[src/rtl/mem_rd_arbiter_if.sv]
// Read-bus bundle shared by the arbiter and its environment: the instruction
// and data requester ports, the downstream bus, and the timeout status.
interface mem_rd_arbiter_if;
    logic        i_re;
    logic [31:0] i_addr;
    logic [3:0]  i_sel;
    logic [31:0] i_data;
    logic        i_ack;

    logic        d_re;
    logic [31:0] d_addr;
    logic [3:0]  d_sel;
    logic [31:0] d_data;
    logic        d_ack;

    logic        m_re;
    logic [31:0] m_addr;
    logic [3:0]  m_sel;
    logic [31:0] m_data;
    logic        m_ack;

    logic        err;
    logic        err_port;

    // Arbiter side.
    modport slave (
        input  i_re, i_addr, i_sel, d_re, d_addr, d_sel, m_data, m_ack,
        output i_data, i_ack, d_data, d_ack, m_re, m_addr, m_sel, err, err_port
    );

    // Requesters plus downstream memory, as seen from outside the arbiter.
    modport master (
        output i_re, i_addr, i_sel, d_re, d_addr, d_sel, m_data, m_ack,
        input  i_data, i_ack, d_data, d_ack, m_re, m_addr, m_sel, err, err_port
    );
endinterface

[src/rtl/mem_rd_arbiter.sv]
// Round-robin arbiter letting the instruction and data ports share one read bus.
// A grant is held until the downstream ack, or aborted with an err pulse on timeout.
module mem_rd_arbiter #(
    parameter int unsigned TIMEOUT   = 64,
    parameter bit          DATA_PRIO = 1'b1
) (
    input  logic               clk,
    input  logic               reset,
    mem_rd_arbiter_if.slave    bus
);

    typedef enum logic [1:0] {
        IDLE  = 2'd0,
        GNT_I = 2'd1,
        GNT_D = 2'd2
    } state_e;

    localparam logic [15:0] TCNT_LAST = 16'(TIMEOUT - 1);
    localparam logic [15:0] TCNT_MAX  = 16'hFFFF;

    state_e      state_q, state_d;
    logic        last_d_q, last_d_d;
    logic [15:0] tcnt_q, tcnt_d;

    logic granted;
    logic timeout;
    logic rearb;

    assign granted = (state_q == GNT_I) || (state_q == GNT_D);
    // An ack in the same cycle as the timeout wins: the transfer completed.
    assign timeout = granted && !bus.m_ack && (tcnt_q == TCNT_LAST);
    assign rearb   = !granted || bus.m_ack || timeout;

    // NOTE: sequential state uses non-blocking assignments so every register
    // samples the pre-edge values, regardless of statement order.
    always_ff @(posedge clk or posedge reset) begin
        if (reset) begin
            state_q  <= IDLE;
            last_d_q <= ~DATA_PRIO;
            tcnt_q   <= '0;
        end else begin
            state_q  <= state_d;
            last_d_q <= last_d_d;
            tcnt_q   <= tcnt_d;
        end
    end

    // NOTE: every output of a combinational block gets a default first, so no
    // path through the if/case leaves a signal unassigned and infers a latch.
    always_comb begin
        state_d  = state_q;
        last_d_d = last_d_q;
        tcnt_d   = tcnt_q;

        if (granted && (tcnt_q != TCNT_MAX)) begin
            tcnt_d = tcnt_q + 16'd1;
        end

        if (rearb) begin
            tcnt_d = '0;
            if (bus.i_re && bus.d_re) begin
                state_d  = last_d_q ? GNT_I : GNT_D;
                last_d_d = ~last_d_q;
            end else if (bus.d_re) begin
                state_d  = GNT_D;
                last_d_d = 1'b1;
            end else if (bus.i_re) begin
                state_d  = GNT_I;
                last_d_d = 1'b0;
            end else begin
                state_d  = IDLE;
            end
        end
    end

    always_comb begin
        bus.m_re     = 1'b0;
        bus.m_addr   = '0;
        bus.m_sel    = '0;
        bus.i_data   = '0;
        bus.i_ack    = 1'b0;
        bus.d_data   = '0;
        bus.d_ack    = 1'b0;
        bus.err      = timeout;
        bus.err_port = timeout && (state_q == GNT_D);

        case (state_q)
            GNT_I: begin
                bus.m_re   = 1'b1;
                bus.m_addr = bus.i_addr;
                bus.m_sel  = bus.i_sel;
                bus.i_data = bus.m_data;
                bus.i_ack  = bus.m_ack;
            end
            GNT_D: begin
                bus.m_re   = 1'b1;
                bus.m_addr = bus.d_addr;
                bus.m_sel  = bus.d_sel;
                bus.d_data = bus.m_data;
                bus.d_ack  = bus.m_ack;
            end
            default: ;
        endcase
    end

endmodule

[src/flat_wrapper.sv]
// flat-port wrapper written by rule: the top's interface ports become plain ports
module mem_rd_arbiter_flat 
#(
    parameter int unsigned TIMEOUT   = 64,
    parameter bit          DATA_PRIO = 1'b1
)
  (clk, reset, bus_i_re, bus_i_addr, bus_i_sel, bus_d_re, bus_d_addr, bus_d_sel, bus_m_data, bus_m_ack, bus_i_data, bus_i_ack, bus_d_data, bus_d_ack, bus_m_re, bus_m_addr, bus_m_sel, bus_err, bus_err_port);
  mem_rd_arbiter_if bus_i ();
  input  logic clk;
  input  logic reset;
  input wire logic [$bits(bus_i.i_re)-1:0] bus_i_re;
  input wire logic [$bits(bus_i.i_addr)-1:0] bus_i_addr;
  input wire logic [$bits(bus_i.i_sel)-1:0] bus_i_sel;
  input wire logic [$bits(bus_i.d_re)-1:0] bus_d_re;
  input wire logic [$bits(bus_i.d_addr)-1:0] bus_d_addr;
  input wire logic [$bits(bus_i.d_sel)-1:0] bus_d_sel;
  input wire logic [$bits(bus_i.m_data)-1:0] bus_m_data;
  input wire logic [$bits(bus_i.m_ack)-1:0] bus_m_ack;
  output wire logic [$bits(bus_i.i_data)-1:0] bus_i_data;
  output wire logic [$bits(bus_i.i_ack)-1:0] bus_i_ack;
  output wire logic [$bits(bus_i.d_data)-1:0] bus_d_data;
  output wire logic [$bits(bus_i.d_ack)-1:0] bus_d_ack;
  output wire logic [$bits(bus_i.m_re)-1:0] bus_m_re;
  output wire logic [$bits(bus_i.m_addr)-1:0] bus_m_addr;
  output wire logic [$bits(bus_i.m_sel)-1:0] bus_m_sel;
  output wire logic [$bits(bus_i.err)-1:0] bus_err;
  output wire logic [$bits(bus_i.err_port)-1:0] bus_err_port;
  assign bus_i.i_re = bus_i_re;
  assign bus_i.i_addr = bus_i_addr;
  assign bus_i.i_sel = bus_i_sel;
  assign bus_i.d_re = bus_d_re;
  assign bus_i.d_addr = bus_d_addr;
  assign bus_i.d_sel = bus_d_sel;
  assign bus_i.m_data = bus_m_data;
  assign bus_i.m_ack = bus_m_ack;
  assign bus_i_data = bus_i.i_data;
  assign bus_i_ack = bus_i.i_ack;
  assign bus_d_data = bus_i.d_data;
  assign bus_d_ack = bus_i.d_ack;
  assign bus_m_re = bus_i.m_re;
  assign bus_m_addr = bus_i.m_addr;
  assign bus_m_sel = bus_i.m_sel;
  assign bus_err = bus_i.err;
  assign bus_err_port = bus_i.err_port;
  mem_rd_arbiter #(.TIMEOUT(TIMEOUT), .DATA_PRIO(DATA_PRIO)) u_core (.clk(clk), .reset(reset), .bus(bus_i));
endmodule
[config.mk]
export PLATFORM = sky130hd
export DESIGN_NAME = mem_rd_arbiter_flat
export DESIGN_NICKNAME = d
export VERILOG_FILES = /design/src/rtl/mem_rd_arbiter_if.sv /design/src/rtl/mem_rd_arbiter.sv /design/src/flat_wrapper.sv
export SDC_FILE = /design/constraint.sdc
export NUM_CORES = 1
export LEC_CHECK = 0
export BUFFER_PORTS_ARGS = -buffer_cell sky130_fd_sc_hd__buf_4
export CAP_MARGIN = 20
export CELL_PAD_IN_SITES_DETAIL_PLACEMENT = 0
export CELL_PAD_IN_SITES_GLOBAL_PLACEMENT = 1
export CORE_AREA = 2 2 105 107
export CTS_CLUSTER_DIAMETER = 100
export DETAILED_ROUTE_END_ITERATION = 10
export DIE_AREA = 0 0 107 109
export PLACE_DENSITY_LB_ADDON = 0.1
export REMOVE_ABC_BUFFERS = 1
export SYNTH_ARGS = -nofsm -noshare
export SYNTH_HDL_FRONTEND = slang
export SYNTH_SLANG_ARGS = --single-unit
[constraint.sdc]
create_clock -name clk -period 1.5 [get_ports clk]
set_input_delay 0.075 -clock clk [delete_from_list [all_inputs] [get_ports clk]]
set_output_delay 0.075 -clock clk [all_outputs]
set_load 0.05 [all_outputs]
After elaboration in Yosys (flattened, before gate mapping):

Cells that the tools add are included.

* reduce and logical (&&, ||, !) cells: 14
* $add $sub $neg: 1
* multipliers: 0
* multiplexer cells: 16
* bitwise gates (word level): 1
* equality and inequality tests: 4
* shifts and indexed selects: 0
* divide/modulo/power cells: 0
* $lt $le $gt $ge: 0

Operator list (count)
* $mux 32: 2
* $pmux 32 s2: 1
* $mux 16: 2
* $add 16x1->16 const B: 1
* $eq 16x6->1 const B: 1
* $ne 16x16->1 const B: 1
* $pmux 4 s2: 1
* $mux 1: 7
* $mux 2: 3
* $logic_and 1x1->1: 5
* $logic_or 1x1->1: 3
* $reduce_bool 3->1: 1
* $eq 2x1->1 const B: 1
* $eq 2x2->1 const B: 1
* $logic_not 1->1: 2
* $reduce_and 2->1: 1
* $reduce_bool 2->1: 1
* $reduce_or 2->1: 1
* $not 1->1: 1

* latch bits: 0
* register bits: 19
* memory bits (writable): 0
* word-level logic and storage cells: 39
* input bits: 109
* output and inout bits: 105
* bits in read-only memories: 0
* memories kept: 0

Depth between registers and ports, before layout:

Gate-level depths: netlist (run 1).

* word-level depth: 6
* gate-level depth with buffers: 7

Least setup slack after synthesis (run 1):

OpenSTA, ideal clock, no wires.

* kind: reg2out
* start point: register u_core.tcnt_q[0]
* end point: output bus_err_port
* stages on the path, launching flop included: 6
* buffers on the path: 0
* arrival: 2.600 ns
* slack: -1.175 ns
* cell sequence: dfrtp_1 > ha_1 > and3_1 > nand4_1 > nor3_1 > and2_1

* cells in the longest elaborated chain, start to end: 3

RTL lines
* start, declared: RTL line mem_rd_arbiter.sv:23 `logic [15:0] tcnt_q, tcnt_d;`
* start signal, assigned: RTL line mem_rd_arbiter.sv:44 `tcnt_q <= tcnt_d;`
* $eq 16x6->1: RTL line mem_rd_arbiter.sv:31 `assign timeout = granted && !bus.m_ack && (tcnt_q == TCNT_LAST);`
* $logic_and 1x1->1: RTL line mem_rd_arbiter.sv:31
* net bus_err: RTL line flat_wrapper.sv:26 `output wire logic [$bits(bus_i.err)-1:0] bus_err;`
* $logic_and 1x1->1: RTL line mem_rd_arbiter.sv:85 `bus.err_port = timeout && (state_q == GNT_D);`
* end, declared: RTL line flat_wrapper.sv:27 `output wire logic [$bits(bus_i.err_port)-1:0] bus_err_port;`

The timed path passes the listed nets, and every way through them passes these cells.

Worst setup path in the final report (run 1):

* start point: register u_core.tcnt_q[15]
* end point: output bus_err_port

* cells in the longest elaborated chain, start to end: 3

RTL lines (RTL line)
* $eq 16x6->1: mem_rd_arbiter.sv:31
* $logic_and 1x1->1: mem_rd_arbiter.sv:31
* $logic_and 1x1->1: mem_rd_arbiter.sv:85

No other way between the ends.

==> impl_metrics.toml, run 1 <==
[route]
drtAntennaViolNets = 0
route.detailed.drc = 0
drtIter0Drc = 119
wirelength_mm = 13.53
firstDrtPassIters = 4
wl_per_cell_um = 19.42
vias = 3253
via_per_inst = 4.667

[critical_path]
crit_slowest_cell = "dfrtp_1"
crit_chain = "nor4bb_2 -> nand4_1 -> nor3_2 -> and2_4 -> buf_8"
crit_cells = 5
crit_path_start_kind = "register"
cpPeakStageDelay_ns = 0.41
timing.critical_path.buf_inv = 1
critPathArrivalTime_ns = 1.77
reg2reg_depth = 7
cp_top_family = "simple AND/OR/NAND/NOR gates"
cp_max_fo = 2
critPathCaptureType = "output pin"
criticalPathCategory = "reg -> out"
worstPathRequired_ns = 1.42

[clock_tree]
cts.path.max_buffers = 2
cts.clk_slew.worst_paths_ns = 0.08
cts_tree = "yes"
cts_max_level = 1
cts_sinks = 19
clock_latency_ns = 0.27
clockRootBuffer = "clkbuf_8"
numCtsBuffers = 3

[grt]
grt_pass1_vias = 3427
track_usage = 0.2229
grt_pass1_wl_mm = 19.76
antenna_found_initial = 0
grt_max_degree = 27
grt.overflow.total = 0

[place]
numPlacedInstances = 650
hpwl_mm = 8.841
gp_congestion = 0.7973
port_buffers = 213
placed_cell_area_sq_um = 4033
pre_cts_ws_ns = -0.2066

[cells_and_area]
fillCellCount = 924
drive_above_1_share = 0.8007
final_area_sq_um = 6087
postLayoutCoreUtil = 0.5741
register_area_sq_um = 476.7
n_antenna_cell = 0
multi_input_area_sq_um = 1932
syn_to_final_growth_pct = 210.1
fin_nets = 670
layout.cells.non_filler = 697

[timing]
maxSlewViolCount = 0
maxSlewHeadroom = 0.8219
period_needed_ns = 1.842
finalSetupTns_ns = -18.82
fin_ws_ns = -0.3423
max_freq_ghz = 0.5428
finClkSkew_ns = 0.007871
setup_viol = 123
fin_hold_ws_ns = 0.1079
rsz0062_at_grt = "true"
timing.final.crit_share = 1.228
worst_pin_slew_ns = 0.2652
hold_viol_final = 0

[floorplan]
start_util = 0.1852
rows = 38
die_w_um = 107
dieHeight_um = 109
dieArea_sq_um = 11660
ios = 214
coreArea_sq_um = 10600

[synth]
synth_common_cells = "and2_1, nor2_1, a22oi_1, dfrtp_1, clkbuf_1"
avgSynthCellArea_sq_um = 7.113
synth.largest_area_cell = "dfrtp_1"
synth_cells = 276
ys_warn_count = 0
synth_area_sq_um = 1963
seq_area_frac_synth = 0.2422
ys_seq_elements = 19
ys.flop_type = "dfrtp_1"
netlist-cell-type-count = 35
async_reset_ff_frac = 1.000
synth_edf_count = 0
post_synth_main_area_contributors = "dfrtp_1, and2_1, a22oi_1"
yosysMostFrequentCell = "and2_1"
yosys.area.top_type_share = 0.2422

[pwr]
irDropWorstVdd_v = 0.001532
powerDensity_nw_per_um2 = 2159
finalPower_mw = 13.14
p_leak_nw = 2.852

[outcome]
outcome = "finished, violations left"
violations = "setup timing"

[hold_path]
hold_depth = 3
hold_class = "in -> reg"

[run]
max_cap_violations = 0
## sequential cells by signal (all words and copies together) (netlist names)
register,count
u_core.tcnt_q,16
u_core.last_d_q,1
u_core.state_q,2
## worst reg2reg max path, delay by kind of cell, from the launching register on
kind / cells / cell delay (ns)
buffers and inverters: 3 / 0.39
DFF: 1 / 0.38
and+or+nand+nor: 4 / 0.86
## cell usage in the layout (no fill, tap or decap), types with 3 or more instances in the layout
cell type	instances
a21oi_1	8
nor2_2	10
nand3_1	5
and3_1	3
dfrtp_1	18
and2_4	67
nand4_1	5
nor2_1	38
buf_16	7
clkbuf_8	3
clkbuf_16	4
nor4_4	3
nor3_1	4
inv_1	8
a22oi_2	36
nor3_2	4
mux2i_1	4
o21ai_0	3
buf_4	147
buf_6	54
buf_12	15
buf_8	71
or3_1	3
## final timing paths
kind                                          startpoint                            end  slack [ns]
max                        u_core.tcnt_q[15]$_DFFE_PP0P_                   bus_err_port       -0.34
min                                             bus_i_re  u_core.state_q[0]$_DFFE_PP0P_        0.11
max reg2reg                u_core.tcnt_q[15]$_DFFE_PP0P_   u_core.tcnt_q[5]$_DFFE_PP0P_       -0.21
min reg2reg                  u_core.last_d_q$_DFFE_PP0P_    u_core.last_d_q$_DFFE_PP0P_        0.57
max in group asynchronous                          reset  u_core.state_q[1]$_DFFE_PP0P_        0.89
min in group asynchronous                          reset   u_core.tcnt_q[7]$_DFFE_PP0P_        0.38
## final cells by class
| type | instances | area share |
|---|---|---|
| Tap cell | 140 | 0.02878 |
| Timing Repair Buffer | 300 | 0.5607 |
| Multi-Input combinational cell | 223 | 0.3174 |
| Inverter | 11 | 0.007194 |
| Clock inverter | 1 | 0.0008222 |
| Sequential cell | 19 | 0.07831 |
| Clock buffer | 3 | 0.006783 |
## routing by layer
metal  vias to the layer above  wire, um  track usage  part of all wire
met5                         -         0            0                 0
met4                         0       299      0.05009             0.022
met3                        21       816      0.04423             0.060
met2                       124      7141       0.4308              0.53
met1                      1568      5276       0.2513              0.39
li1                       1540         -            -                 -
## what timing repair did
action | 4_1_cts | 5_1_grt
setup buffers | 25 | 6
setup endpoints to repair | 124 | 124
endpoints found under the hold margin | 19 | 0
resized for setup | 310 | 72
hold buffers | 1 | 0
pin swaps | 84 | 64
cloned | 18 | 5
## logic make-up after synthesis
| logic type | count (synthesis) | share of synthesized area |
|---|---|---|
| DFF | 19 | 0.2422 |
| xor gates and xnor gates | 1 | 0.004462 |
| AOI/OAI and AO/OA | 57 | 0.2014 |
| buffers and inverters | 34 | 0.06692 |
| and+or+nand+nor | 157 | 0.4398 |
| muxes | 5 | 0.02613 |
| adders and majority gates | 3 | 0.01912 |
## power by group
part | leakage (nW) | total [mW] | internal [mW] | switching [mW]
Sequential | 0.257 | 0.626 | 0.575 | 0.0515
Combinational | 2.57 | 12.1 | 5.69 | 6.44
Clock | 0.0255 | 0.386 | 0.186 | 0.200
Total | 2.85 | 13.1 | 6.45 | 6.69
No activity file was read; power rests on OpenSTA's default activity.
==> run 2, diff against run 1 <==
CORE_AREA = 4 4 107 109   (was 2 2 105 107)
DIE_AREA = 0 0 111 113   (was 0 0 107 109)
RECOVER_POWER = 100   (was not set)
==> run 2 against run 1 <==
  * The flow still finishes with violations (setup timing)
  * Critical path depth did not move
  * Combinational power rose by 4%
  * Fmax fell by 0.57%
  * Setup slack got worse by 0.011 ns
  * Worst hold slack got worse by 0.0018 ns
  * Sequential share of layout area fell by 0.33 points
==> impl_metrics.toml, run 2 (synthesis results as in run 1) <==
[critical_path]
rrSetupSlack_ns = -0.17
worstPathRequired_ns = 1.42
critPathArrivalTime_ns = 1.78
criticalPathCategory = "reg -> out"
crit_path_start_kind = "register"
cp_max_fo = 2
critPathCaptureType = "output pin"

[place]
numPlacedInstances = 653
pre_cts_ws_ns = -0.2202
gp_congestion = 0.8352
port_buffers = 213
hpwl_mm = 9.833

[clock_tree]
cts_sinks = 19
clock_latency_ns = 0.26
cts.path.max_buffers = 2
clockRootBuffer = "clkbuf_8"
cts_tree = "yes"
numCtsBuffers = 3
cts_max_level = 1
cts.clk_slew.worst_paths_ns = 0.08

[cells_and_area]
top_register = "u_core.tcnt_q"
syn_to_final_growth_pct = 222.7
final_common_cell = "buf_4"
n_antenna_cell = 0
layout.cells.non_filler = 707
drive_above_1_share = 0.8413
register_area_sq_um = 475.5
final_cell_mix = "buf_4, buf_8, and2_4"
fin_nets = 680
largest_reg_flops = 16
postLayoutCoreUtil = 0.5975
reg_top3 = "u_core.tcnt_q x16, u_core.state_q x2, u_core.last_d_q x1"
multi_input_area_sq_um = 2066
fillCellCount = 894

[route]
drtAntennaViolNets = 0
drtIter0Drc = 132
route.detailed.drc = 0
via_per_inst = 4.632
firstDrtPassIters = 4
vias = 3275
wirelength_mm = 14.39
wl_per_cell_um = 20.36

[timing]
finalSetupTns_ns = -19.98
maxSlewHeadroom = 0.6444
setup_viol = 123
maxSlewViolCount = 0
finClkSkew_ns = 0.001712
worst_pin_slew_ns = 0.5334
rsz0062_at_grt = "true"
max_freq_ghz = 0.5397
fin_ws_ns = -0.3528
hold_viol_final = 0
period_needed_ns = 1.853
timing.final.crit_share = 1.235

[grt]
track_usage = 0.2183
grt_pass1_wl_mm = 21.58
antenna_found_initial = 1
grtUsageMet3 = 0.03262
use_met1 = 0.2629
grt.overflow.total = 0
met2_usage = 0.4122
grt_max_degree = 20
grt_pass1_vias = 3537
top_usage_layer = "met2"

[floorplan]
start_util = 0.1852
coreArea_sq_um = 10600
ios = 214
dieHeight_um = 113
rows = 38
die_w_um = 111
dieArea_sq_um = 12540

[outcome]
outcome = "finished, violations left"
violations = "setup timing"

[run]
max_cap_violations = 0

[hold_path]
hold_class = "in -> reg"

[pwr]
p_leak_nw = 2.868
powerDensity_nw_per_um2 = 2149
irDropWorstVdd_v = 0.001341
[run 2: final cells by class]
class / instances / area share
clock buffers: 4 / 0.007110
inverters: 11 / 0.006913
multi-input cells: 223 / 0.3261
flip-flops and latches: 19 / 0.07505
well taps: 140 / 0.02765
repair buffers: 310 / 0.5572
[run 2: what timing repair did]
action | in CTS | in global routing
cloned | 15 | 2
endpoints found under the setup margin | 123 | 124
hold buffers | 1 | 0
buffers inserted | 29 | 16
resized for setup | 372 | 70
hold endpoints to repair | 19 | 0
pin swaps | 97 | 46
[run 2: metal layers]
layer / up-vias / part of all wire
li1: 1549 / -
met1: 1584 / 0.40
met2: 117 / 0.53
met3: 23 / 0.047
met4: 2 / 0.021
met5: - / 0.0013
[run 2: report_power, final]
group	internal [mW]	switching, mW
registers	0.572	0.0500
clock network	0.189	0.184
logic	5.94	6.68
[run 2: worst max-delay path: stages (launching register included)]
cell,delay (ns)
dfrtp_1,0.41
nor4bb_4,0.32
nand4_1,0.20
nor3_2,0.24
and2_1,0.18
buf_6,0.17
[run 2: final timing paths]
kind / startpoint / to / cells past startpoint
setup / recovery: u_core.tcnt_q[14]$_DFFE_PP0P_ / bus_err_port / 5
hold / removal: bus_i_re / u_core.state_q[0]$_DFFE_PP0P_ / 3
setup reg to reg: u_core.tcnt_q[4]$_DFFE_PP0P_ / u_core.tcnt_q[1]$_DFFE_PP0P_ / 7
hold reg to reg: u_core.last_d_q$_DFFE_PP0P_ / u_core.last_d_q$_DFFE_PP0P_ / 1
max in group asynchronous: reset / u_core.tcnt_q[10]$_DFFE_PP0P_ / 4
min in group asynchronous: reset / u_core.last_d_q$_DFFE_PP0P_ / 4
[run 2: metrics by stage]
step	total power, mW	area (sq um)	hold slack (ns)
final	13.61	6335	0.1060
after floorplan	5.363	1873	0.02613
after detailed placement	8.287	4055	0.1375
after global routing	14.11	6335	0.1273
after global placement	8.299	4055	0.1354
after CTS	13.29	6101	0.1031
